**config.mk**
```make
export PLATFORM = sky130hd
export DESIGN_NAME = load_store_unit
export DESIGN_NICKNAME = d
export VERILOG_FILES = /design/src/rtl/load_store_unit.sv
export SDC_FILE = /design/constraint.sdc
export NUM_CORES = 1
export LEC_CHECK = 0
export ABC_CLOCK_PERIOD_IN_PS = 2100
export CAP_MARGIN = 10
export CORE_ASPECT_RATIO = 1.4
export CORE_UTILIZATION = 41
export DETAILED_ROUTE_END_ITERATION = 6
export PLACE_DENSITY = 0.78
export REMOVE_ABC_BUFFERS = 1
export SKIP_LAST_GASP = 1
export SLEW_MARGIN = 5
export SYNTH_ARGS = -nofsm -noshare
export SYNTH_HDL_FRONTEND = slang
export SYNTH_SLANG_ARGS = --single-unit
```
**constraint.sdc**
```tcl
create_clock -name clk -period 2.1 [get_ports clk]
set_input_delay 0.315 -clock clk [delete_from_list [all_inputs] [get_ports clk]]
set_output_delay 0.315 -clock clk [all_outputs]
set_load 0.01 [all_outputs]
```
**src/rtl/load_store_unit.sv**
```systemverilog
// Load/store unit: single outstanding access to a word-wide data memory.
// Sub-word stores are read-modify-write; sub-word loads are lane-extracted.
module load_store_unit #(
  parameter int MEM_WORDS = 64
) (
  input  logic        clk,
  input  logic        reset_n,
  input  logic        req_valid,
  output logic        req_ready,
  input  logic        req_we,
  input  logic [1:0]  req_size,
  input  logic        req_unsigned,
  input  logic [31:0] req_addr,
  input  logic [31:0] req_wdata,
  output logic        rsp_valid,
  output logic [31:0] rsp_rdata,
  output logic        rsp_misaligned,
  output logic        rsp_range,
  output logic        mem_we,
  output logic [31:0] mem_a,
  output logic [31:0] mem_wd,
  input  logic [31:0] mem_rd
);

  typedef enum logic [1:0] {
    IDLE, READ, WRITE, RESP
  } state_t;

  state_t state, state_nx;

  logic        we_q;
  logic [1:0]  size_q;
  logic        uns_q;
  logic [31:0] addr_q;
  logic [31:0] wdata_q;
  logic        mis_q;
  logic        rng_q;
  logic [31:0] word_q;

  logic accept;
  logic mis_in;
  logic rng_in;
  logic err_in;
  logic ws_in;

  assign accept = req_valid && (state == IDLE);

  always_comb begin
    mis_in = 1'b0;
    case (req_size)
      2'b00:   mis_in = 1'b0;
      2'b01:   mis_in = req_addr[0];
      2'b10:   mis_in = |req_addr[1:0];
      default: mis_in = 1'b1;
    endcase
    rng_in = !mis_in &&
      ({2'b00, req_addr[31:2]} >= 32'(MEM_WORDS));
    err_in = mis_in || rng_in;
    ws_in  = req_we && (req_size == 2'b10);
  end

  always_ff @(posedge clk or negedge reset_n) begin
    if (!reset_n) begin
      we_q    <= 1'b0;
      size_q  <= 2'b00;
      uns_q   <= 1'b0;
      addr_q  <= 32'h0;
      wdata_q <= 32'h0;
      mis_q   <= 1'b0;
      rng_q   <= 1'b0;
      word_q  <= 32'h0;
    end else begin
      if (accept) begin
        we_q    <= req_we;
        size_q  <= req_size;
        uns_q   <= req_unsigned;
        addr_q  <= req_addr;
        wdata_q <= req_wdata;
        mis_q   <= mis_in;
        rng_q   <= rng_in;
      end
      if (state == READ) begin
        word_q <= mem_rd;
      end
    end
  end

  always_ff @(posedge clk or negedge reset_n) begin
    if (!reset_n) begin
      state <= IDLE;
    end else begin
      state <= state_nx;
    end
  end

  always_comb begin
    state_nx = state;
    unique case (state)
      IDLE: begin
        if (accept) begin
          unique case (1'b1)
            err_in:            state_nx = RESP;
            (!err_in && ws_in): state_nx = WRITE;
            default:           state_nx = READ;
          endcase
        end
      end
      READ:  state_nx = we_q ? WRITE : RESP;
      WRITE: state_nx = RESP;
      RESP:  state_nx = IDLE;
    endcase
  end

  logic [4:0]  sh;
  logic [31:0] lane;
  logic [31:0] load_ext;
  logic [31:0] mask;
  logic [31:0] store_word;

  always_comb begin
    sh   = {addr_q[1:0], 3'b000};
    lane = word_q >> sh;
    load_ext = word_q;
    mask = 32'h0000_00ff;
    case (size_q)
      2'b00: begin
        load_ext = uns_q ? {24'h0, lane[7:0]}
                         : {{24{lane[7]}}, lane[7:0]};
      end
      2'b01: begin
        mask = 32'h0000_ffff;
        load_ext = uns_q ? {16'h0, lane[15:0]}
                         : {{16{lane[15]}}, lane[15:0]};
      end
      default: load_ext = word_q;
    endcase
    // Lane merge only matters for sub-word stores
    if (size_q == 2'b10) begin
      store_word = wdata_q;
    end else begin
      store_word = (word_q & ~(mask << sh)) |
                   ((wdata_q & mask) << sh);
    end
  end

  always_comb begin
    req_ready      = (state == IDLE);
    rsp_valid      = (state == RESP);
    mem_we         = (state == WRITE);
    mem_a          = 32'h0;
    mem_wd         = 32'h0;
    rsp_rdata      = 32'h0;
    rsp_misaligned = 1'b0;
    rsp_range      = 1'b0;
    if (state != IDLE) begin
      mem_a = {addr_q[31:2], 2'b00};
    end
    if (state == WRITE) begin
      mem_wd = store_word;
    end
    if (state == RESP) begin
      rsp_misaligned = mis_q;
      rsp_range      = rng_q;
      if (!we_q && !mis_q && !rng_q) begin
        rsp_rdata = load_ext;
      end
    end
  end

endmodule

```
After elaboration in Yosys (flattened, before gate mapping)
Index checks and enable logic that the tools add are counted.

Shift-type cells: 3. Bitwise operators: 4. Reduce and logical (&&, ||, !) cells: 17. Equality and inequality tests: 8. Magnitude comparators: 1. Multiplexer cells: 16.

Operator list (number): 2-to-1 mux 32 bit (7); bitwise AND 32 bit (2); one-hot mux 32 bit (2 select lines) (1); << shifter 32 x 5 -> 32 bit (2); inverter 32 bit (1); bitwise OR 32 bit (1); right shift 32 x 5 -> 16 bit (1); greater-or-equal comparator 30 x 7 -> 1 bit (second input constant) (1); 2-to-1 mux 16 bit (1); equality test 2 bit (second input constant) (4); one-hot mux 2 bit (4 select lines) (1); equality test 2 x 1 -> 1 bit (second input constant) (3); logical AND 1 bit (6); logical NOT 2 bit (3); logical NOT 1 bit (5); one-hot mux 2 bit (2 select lines) (1); 2-to-1 mux 1 bit (3); one-hot mux 1 bit (3 select lines) (1); 2-to-1 mux 2 bit (1); != test 2 x 1 -> 1 bit (second input constant) (1); nonzero test 2 bit (1); OR reduction 2 bit (1); logical OR 1 bit (1).

Output and inout bits: 101. Flip-flop bits (word level): 104. Logic and storage cells: 58. Input port bits: 103.

Logic depth before layout (Yosys ltp)
Gate-level depths: netlist of the first run.

Word-level depth: 10. Gate-level depth with buffers: 7. Mapped depth without buffers: 5.

Worst setup path before layout of the first run
Ideal clock, no wire load.

Kind: register to output. Start: register state[0]. End: output rsp_rdata[21]. Stages on the path, launching flop included: 7. Data required time: 1.785 ns. Path slack: -0.207 ns. Data arrival time: 1.992 ns. Buffers on the path: 2. Path through: dfrtp_1 ha_1 or4b_4 buf_6 a2111oi_4 buf_6 a21o_1.

Word-level cells in the longest chain between the ends: 2.

Ends and longest elaborated chain: start, declared (RTL line 29) `state_t state, state_nx;`; start signal, assigned (RTL line 92) `state <= state_nx;`; equality test 2 bit; net rsp_valid (RTL line 15) `output logic rsp_valid,`; 2-to-1 mux 32 bit (RTL line 161) `if (state == RESP) begin`; end, declared (RTL line 16) `output logic [31:0] rsp_rdata,`.

The timed path passes the listed nets, and every way through them passes these cells.

Worst setup path in the final report of the first run
Start: register addr_q[0]. End: output rsp_rdata[21].

Word-level cells in the longest chain between the ends: 5. Elaborated cells on any way between the ends: 6. Classes of those cells: shift (1); mux (5).

Ends and longest elaborated chain: start, declared (RTL line 34) `logic [31:0] addr_q;`; start signal, assigned (RTL line 77) `addr_q <= req_addr;`; right shift 32 x 5 -> 16 bit (*) (RTL line 122) `lane = word_q >> sh;`; 2-to-1 mux 32 bit, on equally long branches (RTL line 132, 127); one-hot mux 32 bit (2 select lines) (*) (RTL line 125) `case (size_q)`; 2-to-1 mux 32 bit (*) (RTL line 164) `if (!we_q && !mis_q && !rng_q) begin`; 2-to-1 mux 32 bit (*) (RTL line 161).

Every way passes the cells marked *; elsewhere a longest branch is shown, timed or not.

==> results of run 1 <==
[layout by cell type (no fill, tap or decap), types with 4 or more instances in the layout]
cell type / instances
clkdlybuf4s50_1: 102
a21oi_2: 8
o21ai_0: 27
inv_1: 10
a221oi_2: 7
dfrtp_1: 100
dfrtp_2: 4
mux2i_1: 16
buf_6: 45
clkbuf_2: 25
buf_12: 8
buf_4: 101
nor4_1: 6
and2_1: 10
a21oi_1: 8
nand2_1: 43
buf_2: 57
clkdlybuf4s15_1: 5
mux2_2: 100
a221oi_1: 7
nor2b_2: 5
nand3_1: 15
o21ai_1: 21
dlygate4sd2_1: 5
clkbuf_16: 11
nor2_1: 10
a21o_1: 15
nor2b_1: 28
a21boi_1: 7
[per-layer routing]
| layer | share of wire | wire, um |
|---|---|---|
| met5 | 0 | 0 |
| met4 | 0.069 | 1678 |
| met3 | 0.084 | 2050 |
| met2 | 0.50 | 12310 |
| met1 | 0.34 | 8396 |
[flip-flops by register name, indices dropped and copies added, names as in the netlist]
register / cells
we_q: 1
word_q: 32
rng_q: 1
state: 2
size_q: 2
uns_q: 1
addr_q: 32
wdata_q: 32
mis_q: 1
[worst paths after layout]
path,from,to,cells after the start
max,addr_q[0]$_DFFE_PN0P_,rsp_rdata[21],7
min,reset_n,addr_q[2]$_DFFE_PN0P_,2
max reg2reg,state[0]$_DFFE_PN0P_,wdata_q[8]$_DFFE_PN0P_,8
min reg2reg,addr_q[14]$_DFFE_PN0P_,addr_q[14]$_DFFE_PN0P_,1
max in group asynchronous,reset_n,word_q[8]$_DFFE_PN0N_,3
min in group clk,addr_q[14]$_DFFE_PN0P_,addr_q[14]$_DFFE_PN0P_,1
[cell type report]
class / instances / share of cell area
sequential: 104 / 0.2679
clock buffer: 10 / 0.02455
timing repair buffer: 359 / 0.3251
tap: 185 / 0.02378
multi-input combinational: 394 / 0.3468
inverter: 12 / 0.004885
clock inverter: 6 / 0.006942
[cells in the mapped netlist (all sizes together)]
cell type and instances:
nor4 6, buf 12, dfrtp 104, o21a 3
mux2 100, o21ba 1, nor2b 36, a2111oi 1
o21ai 52, nor2 15, clkbuf 30, nand3 15
ha 4, a31oi 3, o31ai 1, a21oi 17
or4b 1, and2 10, nand3b 1, nand2b 3
a21o 16, inv 11, a31o 1, conb 1
and3b 1, and4b 1, nor4bb 1, nand4 1
o2bb2ai 7, a221oi 17, o22ai 1, mux2i 21
mux4 1, clkinv 1, nand2 47, a21boi 8
[through the flow]
step                      power, mW    util  TNS, ps
after CTS                     14.91  0.6723   -20490
after detailed placement      12.55  0.6249   -19690
after floorplan               7.824       -  -114990
after global placement        12.31  0.6249   -16680
after global routing          17.37  0.7029   -26070
final                         16.69  0.7029   -22530
[timing repair]
action / in CTS / in global routing
hold buffers: 1 / 0
cloned: 4 / 4
setup buffers: 25 / 27
setup endpoints to repair: 96 / 95
hold endpoints to repair: 34 / 0
pin swaps: 13 / 26
resized for setup: 321 / 200
[worst max-delay path: stages (launching register included)]
cell and delay, ps:
dfrtp_2 460, mux4_2 400, nand2b_4 70, a2111oi_4 460, buf_4 220, buf_6 90, a21o_1 130, buf_2 150
[where the power goes]
part / internal (mW) / switching [mW]
Combinational: 5.59 / 5.42
Clock: 0.964 / 0.827
Sequential: 3.05 / 0.849
[kinds of logic after synthesis]
group | count (synthesis) | synth area share
AND/OR/NAND/NOR | 138 | 0.1221
AO/OA/AOI/OAI | 128 | 0.1452
multiplexers | 122 | 0.2344
flip-flops | 104 | 0.4489
buffers and inverters | 54 | 0.04014
adder cells (fa/ha/maj) | 4 | 0.008632
other | 1 | 0.0006468
==> impl_metrics.json, run 1 <==
{
  "status": "finished with violations",
  "violations": "setup timing",
  "multiInputGateArea_um2": 3376,
  "hpwl_um": 15070,
  "power_leakage_nw": 4.545,
  "slew_viol_final": 0,
  "synthCells": 551,
  "clock_path_buffers": 2,
  "drv_cap": 0,
  "initial_core_util": 0.4187,
  "fin_ws_ps": -564.2,
  "die_h_um": 142.7,
  "preCtsSetupSlack_ps": -541.8,
  "finClkSkew_ps": 9.508,
  "gp_congestion": 0.9069,
  "placed_area_um2": 8653,
  "crit_path_start_kind": "flip-flop",
  "path_class": "reg -> out",
  "crit_required_ps": 1780,
  "dr.pass1.iters": 5,
  "power_density_nw_per_um2": 1715,
  "met3_usage": 0.06510,
  "grt_util_met1": 0.3112,
  "antenna_cells": 0,
  "route.detailed.drc": 0,
  "yosys_warnings": 0,
  "tightest_slew_ps": 530.6,
  "regArea_um2": 2608,
  "die_x_um": 102.5,
  "ant_nets": 0,
  "syn_area_per_cell_um2": 10.52,
  "synth_seq_cells": 104,
  "grt_pass1_vias": 6116,
  "nFillCells": 951,
  "fin_cells": 1070,
  "setup.worst_path.end_class": "output pin",
  "cp.arrival_ps": 2350,
  "cts.sinks": 104,
  "post-route-min-period_ps": 2664,
  "drtIter0Drc": 613,
  "peakVddDrop_mv": 0.8026,
  "antenna_found_initial": 0,
  "seq_area_frac_synth": 0.4489,
  "yosysTopAreaCell": "dfrtp_1",
  "worstSkewPairLatency_ps": 360,
  "final_nets": 987,
  "r2r_setup_slack_ps": 160,
  "io_pins": 204,
  "viasPerCell": 5.812,
  "clk_pin_slew_worst_paths_ps": 80,
  "place_inst": 995,
  "wirelength_um": 24430,
  "grt_overflow_total": 0,
  "grt_pass1_wl_um": 31960,
  "ys_types": 42,
  "period_share": 1.269,
  "cts_max_level": 3,
  "grt.total_usage": 0.2925,
  "top_usage_layer": "met2",
  "fin_area_um2": 9733,
  "rsz0062_at_grt": "true",
  "grt_use_met2": 0.5049,
  "rows": 51,
  "numPortBuffers": 201,
  "hold_slack_ps": 471.4,
  "syn_to_final_growth_pct": 67.87,
  "cts_root_buf": "clkbuf_16",
  "hold_class": "in -> async",
  "grt_max_degree": 42,
  "cts_tree": "yes",
  "setup_viol_count_final": 64,
  "vias": 6219,
  "crit_fanout": 4,
  "drive_above_1_share": 0.4847,
  "die_area_um2": 14630,
  "synth_top_area_share": 0.4489,
  "max_clock_freq_mhz": 375.4,
  "numCtsBuffers": 9,
  "core_um2": 13850,
  "synth.top_cells.by_area": "dfrtp_1 45%, mux2_2 19%, o21ai_0 4.3%",
  "hold_viol": 0,
  "slew_headroom": 0.6463,
  "wl_per_cell_um": 22.83,
  "netlist_area_um2": 5798
}
(Power assumes the default switching activity.)
==> inputs of run 2 (changes only) <==
Settings changed: RECOVER_POWER set to 100.
==> impl_metrics.json, run 2 (synthesis gave the netlist of run 1 again) <==
{
  "status": "finished with violations",
  "violations": "setup timing",
  "die_h_um": 142.7,
  "cts.sinks": 104,
  "grt_pass1_wl_um": 31960,
  "setup.worst_path.end_class": "output pin",
  "vias": 6148,
  "cts_root_buf": "clkbuf_16",
  "dr.pass1.iters": 7,
  "initial_core_util": 0.4187,
  "hold_class": "reg -> reg",
  "post-route-min-period_ps": 2672,
  "period_share": 1.272,
  "nFillCells": 964,
  "regArea_um2": 2608,
  "critPathTopFamily": "compound AO/OA/AOI/OAI gates",
  "top_regs": "addr_q: 32 flops, wdata_q: 32 flops, word_q: 32 flops",
  "hold_slack_ps": 498.0,
  "antenna_cells": 0,
  "slowest_delay_ps": 470,
  "drtIter0Drc": 571,
  "clock_path_buffers": 2,
  "placed_area_um2": 8653,
  "fin_area_um2": 9646,
  "power_density_nw_per_um2": 1718,
  "preCtsSetupSlack_ps": -541.8,
  "cp.arrival_ps": 2360,
  "fin_ws_ps": -571.7,
  "rows": 51,
  "clk_pin_slew_worst_paths_ps": 80,
  "core_um2": 13850,
  "layout_commonest_cell": "clkdlybuf4s50_1",
  "grt_overflow_total": 0,
  "crit_path_start_kind": "flip-flop",
  "die_x_um": 102.5,
  "ant_nets": 0,
  "finClkSkew_ps": 10.12,
  "syn_to_final_growth_pct": 66.36,
  "peakVddDrop_mv": 0.7970,
  "crit_chain": "mux4_2, nand2b_4, a2111oi_4, buf_4, buf_6, a21o_1, buf_2",
  "hold_viol": 0,
  "grt_max_degree": 42,
  "cts_tree": "yes",
  "crit_required_ps": 1780,
  "numCtsBuffers": 9,
  "final_cell_mix": "102 x clkdlybuf4s50_1, 100 x dfrtp_1, 99 x mux2_2",
  "route.detailed.drc": 0,
  "fin_setup_tns_ps": -24540,
  "final_nets": 987,
  "tightest_slew_ps": 924.5,
  "drive_above_1_share": 0.4780,
  "wl_per_cell_um": 22.83,
  "worstSkewPairLatency_ps": 360,
  "viasPerCell": 5.746,
  "multiInputGateArea_um2": 3351,
  "io_pins": 204,
  "crit_fanout": 4,
  "power_leakage_nw": 4.480,
  "cts_max_level": 3,
  "drv_cap": 0,
  "hpwl_um": 15070,
  "gp_congestion": 0.9069,
  "grt.total_usage": 0.2925,
  "rsz0062_at_grt": "true",
  "slew_viol_final": 0,
  "critPathBufInv": 3,
  "max_clock_freq_mhz": 374.3,
  "grt_pass1_vias": 6116,
  "wirelength_um": 24420,
  "die_area_um2": 14630,
  "cpMaxStageDelayCell": "a2111oi_4",
  "finalPower_mw": 16.57,
  "antenna_found_initial": 0,
  "slew_headroom": 0.3837,
  "setup_viol_count_final": 86,
  "numPortBuffers": 201,
  "path_class": "reg -> out"
}
==> run 2: what timing repair did <==
item                                    in CTS  in global routing
gates cloned                                 4                  4
buffers inserted                            25                 27
gates resized for setup                    321                200
endpoints found under the setup margin      96                 95
pin swaps                                   13                 26
hold buffers                                 1                  0
endpoints found under the hold margin       34                  0
==> run 2: worst paths after layout <==
kind | from | endpoint | slack [ps] | cells past startpoint
worst max register to register | state[0]$_DFFE_PN0P_ | size_q[1]$_DFFE_PN0P_ | -190 | 8
worst min register to register | addr_q[14]$_DFFE_PN0P_ | addr_q[14]$_DFFE_PN0P_ | 500 | 1
worst max-delay path | addr_q[0]$_DFFE_PN0P_ | rsp_rdata[21] | -570 | 7
min in group asynchronous | reset_n | addr_q[2]$_DFFE_PN0P_ | 630 | 2
max in group asynchronous | reset_n | word_q[19]$_DFFE_PN0N_ | 330 | 3
worst min-delay path | addr_q[14]$_DFFE_PN0P_ | addr_q[14]$_DFFE_PN0P_ | 500 | 1
==> run 2: metal layers <==
layer | track usage | share of wire | up-vias
li1 | - | - | 2630
met1 | 0.3112 | 0.34 | 2961
met2 | 0.5049 | 0.50 | 418
met3 | 0.06510 | 0.082 | 139
met4 | 0.2023 | 0.072 | 0
met5 | 0 | 0 | -
==> run 2: through the flow <==
| stage | instances | util |
|---|---|---|
| after CTS | 1040 | 0.6723 |
| after global placement | 995 | 0.6249 |
| final | 1070 | 0.6966 |
| after floorplan | 510 | - |
| after global routing | 1070 | 0.6966 |
| after detailed placement | 995 | 0.6249 |
==> run 2: area by class of cell <==
type / instances / area share
clock buffers: 10 / 0.02478
well taps: 185 / 0.02400
multi-input cells: 394 / 0.3474
clock inverters: 6 / 0.007005
inverters: 12 / 0.004929
flip-flops and latches: 104 / 0.2703
repair buffers: 359 / 0.3216
==> run 2: where the power goes <==
group / internal, mW / total [mW] / leakage [nW] / switching, mW
sequential: 3.05 / 3.90 / 1.23 / 0.855
clock: 0.963 / 1.79 / 0.145 / 0.824
combinational: 5.49 / 10.9 / 3.10 / 5.39
total: 9.50 / 16.6 / 4.48 / 7.07
==> run 2: worst register-to-register path, stage by stage, from the launching register on <==
cell and delay [ps]:
dfrtp_1 370, buf_4 150, inv_4 40, buf_4 130, ha_2 210, buf_6 180
nand2_1 220, clkbuf_1 480, mux2_2 420
==> inputs of run 3 (changes only) <==
Settings changed: CELL_PAD_IN_SITES_DETAIL_PLACEMENT set to 2, CELL_PAD_IN_SITES_GLOBAL_PLACEMENT set to 2, CORE_UTILIZATION 41 to 25.
==> impl_metrics.json, run 3 (synthesis gave the netlist of run 1 again) <==
{
  "grt_max_degree": 43,
  "fin_area_um2": 10850,
  "numPortBuffers": 201,
  "grt.total_usage": 0.2556,
  "cts_tree": "yes",
  "setup.worst_path.end_class": "output pin",
  "final_cell_mix": "104 x clkdlybuf4s50_1, 100 x dfrtp_1, 93 x mux2_2",
  "peakVddDrop_mv": 0.6227,
  "power_leakage_nw": 4.879,
  "r2r_setup_slack_ps": -130,
  "layout_commonest_cell": "clkdlybuf4s50_1",
  "dr.pass1.iters": 4,
  "min_path_cells": 1,
  "worstSkewPairLatency_ps": 370,
  "place_inst": 1102,
  "slew_viol_final": 0,
  "gp_congestion": 0.8790,
  "slowest_delay_ps": 530,
  "die_x_um": 130.7,
  "tightest_slew_ps": 1095,
  "wirelength_um": 36470,
  "wl_per_cell_um": 30.22,
  "placed_area_um2": 8823,
  "grt_pass1_wl_um": 44230,
  "critPathBufInv": 4,
  "r2r-end": "wdata_q[21]$_DFFE_PN0P_",
  "rows": 65,
  "post-route-min-period_ps": 2849,
  "top_regs": "addr_q: 32 flops, wdata_q: 32 flops, word_q: 32 flops",
  "vias": 6318,
  "die_h_um": 182.2,
  "clk_pin_slew_worst_paths_ps": 70,
  "min_from": "addr_q[2]$_DFFE_PN0P_",
  "cpMaxStageDelayCell": "or4b_4",
  "ant_nets": 0,
  "crit_path_start_kind": "flip-flop",
  "path_class": "reg -> out",
  "hold_viol": 0,
  "die_area_um2": 23810,
  "io_pins": 204,
  "reg2regPathDepth": 11,
  "violations": "setup timing",
  "cts_root_buf": "clkbuf_16",
  "finalPower_mw": 19.95,
  "slew_headroom": 0.2699,
  "crit_chain": "ha_2, or4b_4, a2111oi_4, buf_4, buf_6, buf_6, a21o_1, buf_2",
  "nFillCells": 2282,
  "period_share": 1.357,
  "initial_core_util": 0.2564,
  "drv_cap": 0,
  "numCtsBuffers": 9,
  "hpwl_um": 20410,
  "status": "finished with violations",
  "fin_cells": 1207,
  "route.detailed.drc": 0,
  "r2r-start": "state[0]$_DFFE_PN0P_",
  "finClkSkew_ps": 16.64,
  "setup_viol_count_final": 115,
  "max_clock_freq_mhz": 351.0,
  "crit_top_cell": "buf_6",
  "drtIter0Drc": 358,
  "critPathTopFamily": "buffers and inverters",
  "preCtsSetupSlack_ps": -715.1,
  "rsz0062_at_grt": "true",
  "crit_required_ps": 1780,
  "hold_class": "reg -> reg",
  "antenna_found_initial": 2,
  "grt_overflow_total": 0,
  "cts.sinks": 104,
  "power_density_nw_per_um2": 1838,
  "clock_path_buffers": 2,
  "viasPerCell": 5.234,
  "crit_fanout": 4,
  "grt_pass1_vias": 7077,
  "holdPathEnd": "addr_q[2]$_DFFE_PN0P_",
  "syn_to_final_growth_pct": 87.16,
  "cts_max_level": 3,
  "final_nets": 1009,
  "cp.arrival_ps": 2530,
  "drive_above_1_share": 0.5653,
  "core_um2": 22610,
  "fin_ws_ps": -749.3
}
## run 3: cell count changes in the layout (fill, tap and decap cells not counted), sizes merged, moves of 2 or more
cell           before  now
clkinv              3    1
clkbuf             44   19
clkdlybuf4s25       2    0
buf               208  260
diode               0    2
dlygate4sd2         5    1
clkdlybuf4s50     102  104
clkdlybuf4s15       6    4
## run 3: power breakdown
part           internal (mW)  switching (mW)
registers               3.04            1.23
clock network           1.03           0.834
logic                   6.87            6.94
## run 3: final cells by class
class                   instances  area (um2)  share of cell area
diodes                          2       5.005           0.0004612
clock inverters                 4       72.57            0.006687
repair buffers                380        3677              0.3389
clock buffers                   9       225.2             0.02075
multi-input cells             395        3836              0.3535
flip-flops and latches        104        2608              0.2403
inverters                      12       51.30            0.004727
well taps                     301       376.6             0.03471
## run 3: per-stage QoR
stage | util | hold slack (ps) | TNS, ps
after floorplan | - | 19.41 | -114990
final | 0.4800 | 500.5 | -32090
after global placement | 0.3903 | 352.1 | -21320
after global routing | 0.4800 | 519.7 | -39010
after detailed placement | 0.3903 | 355.7 | -24400
after CTS | 0.4285 | 501.8 | -29710
## run 3: worst max-delay path by stage
stage	startpoint	to	slack, ps	cells after the start
after global routing	state[0]$_DFFE_PN0P_	rsp_rdata[28]	-800	8
after global placement	state[0]$_DFFE_PN0P_	rsp_rdata[21]	-650	7
final	state[1]$_DFFE_PN0P_	rsp_rdata[29]	-750	8
after detailed placement	state[1]$_DFFE_PN0P_	rsp_rdata[20]	-720	7
after CTS	state[1]$_DFFE_PN0P_	rsp_rdata[28]	-650	8
after floorplan	state[0]$_DFFE_PN0P_	addr_q[0]$_DFFE_PN0P_	-1420	4
## run 3: routing by layer
metal,wire [um],GRT usage,vias to the layer above
met3,1693,0.04456,109
li1,-,-,2666
met2,19510,0.4787,274
met1,13000,0.2560,3269
met5,0,0,-
met4,2272,0.1549,0
## run 3: timing repair
item                                    CTS  global route
cloned                                    4            11
endpoints found under the hold margin    35             0
buffers inserted                         43            47
hold buffers                              1             0
endpoints found under the setup margin   96           165
resized for setup                       489           225
pin swaps                                28            40
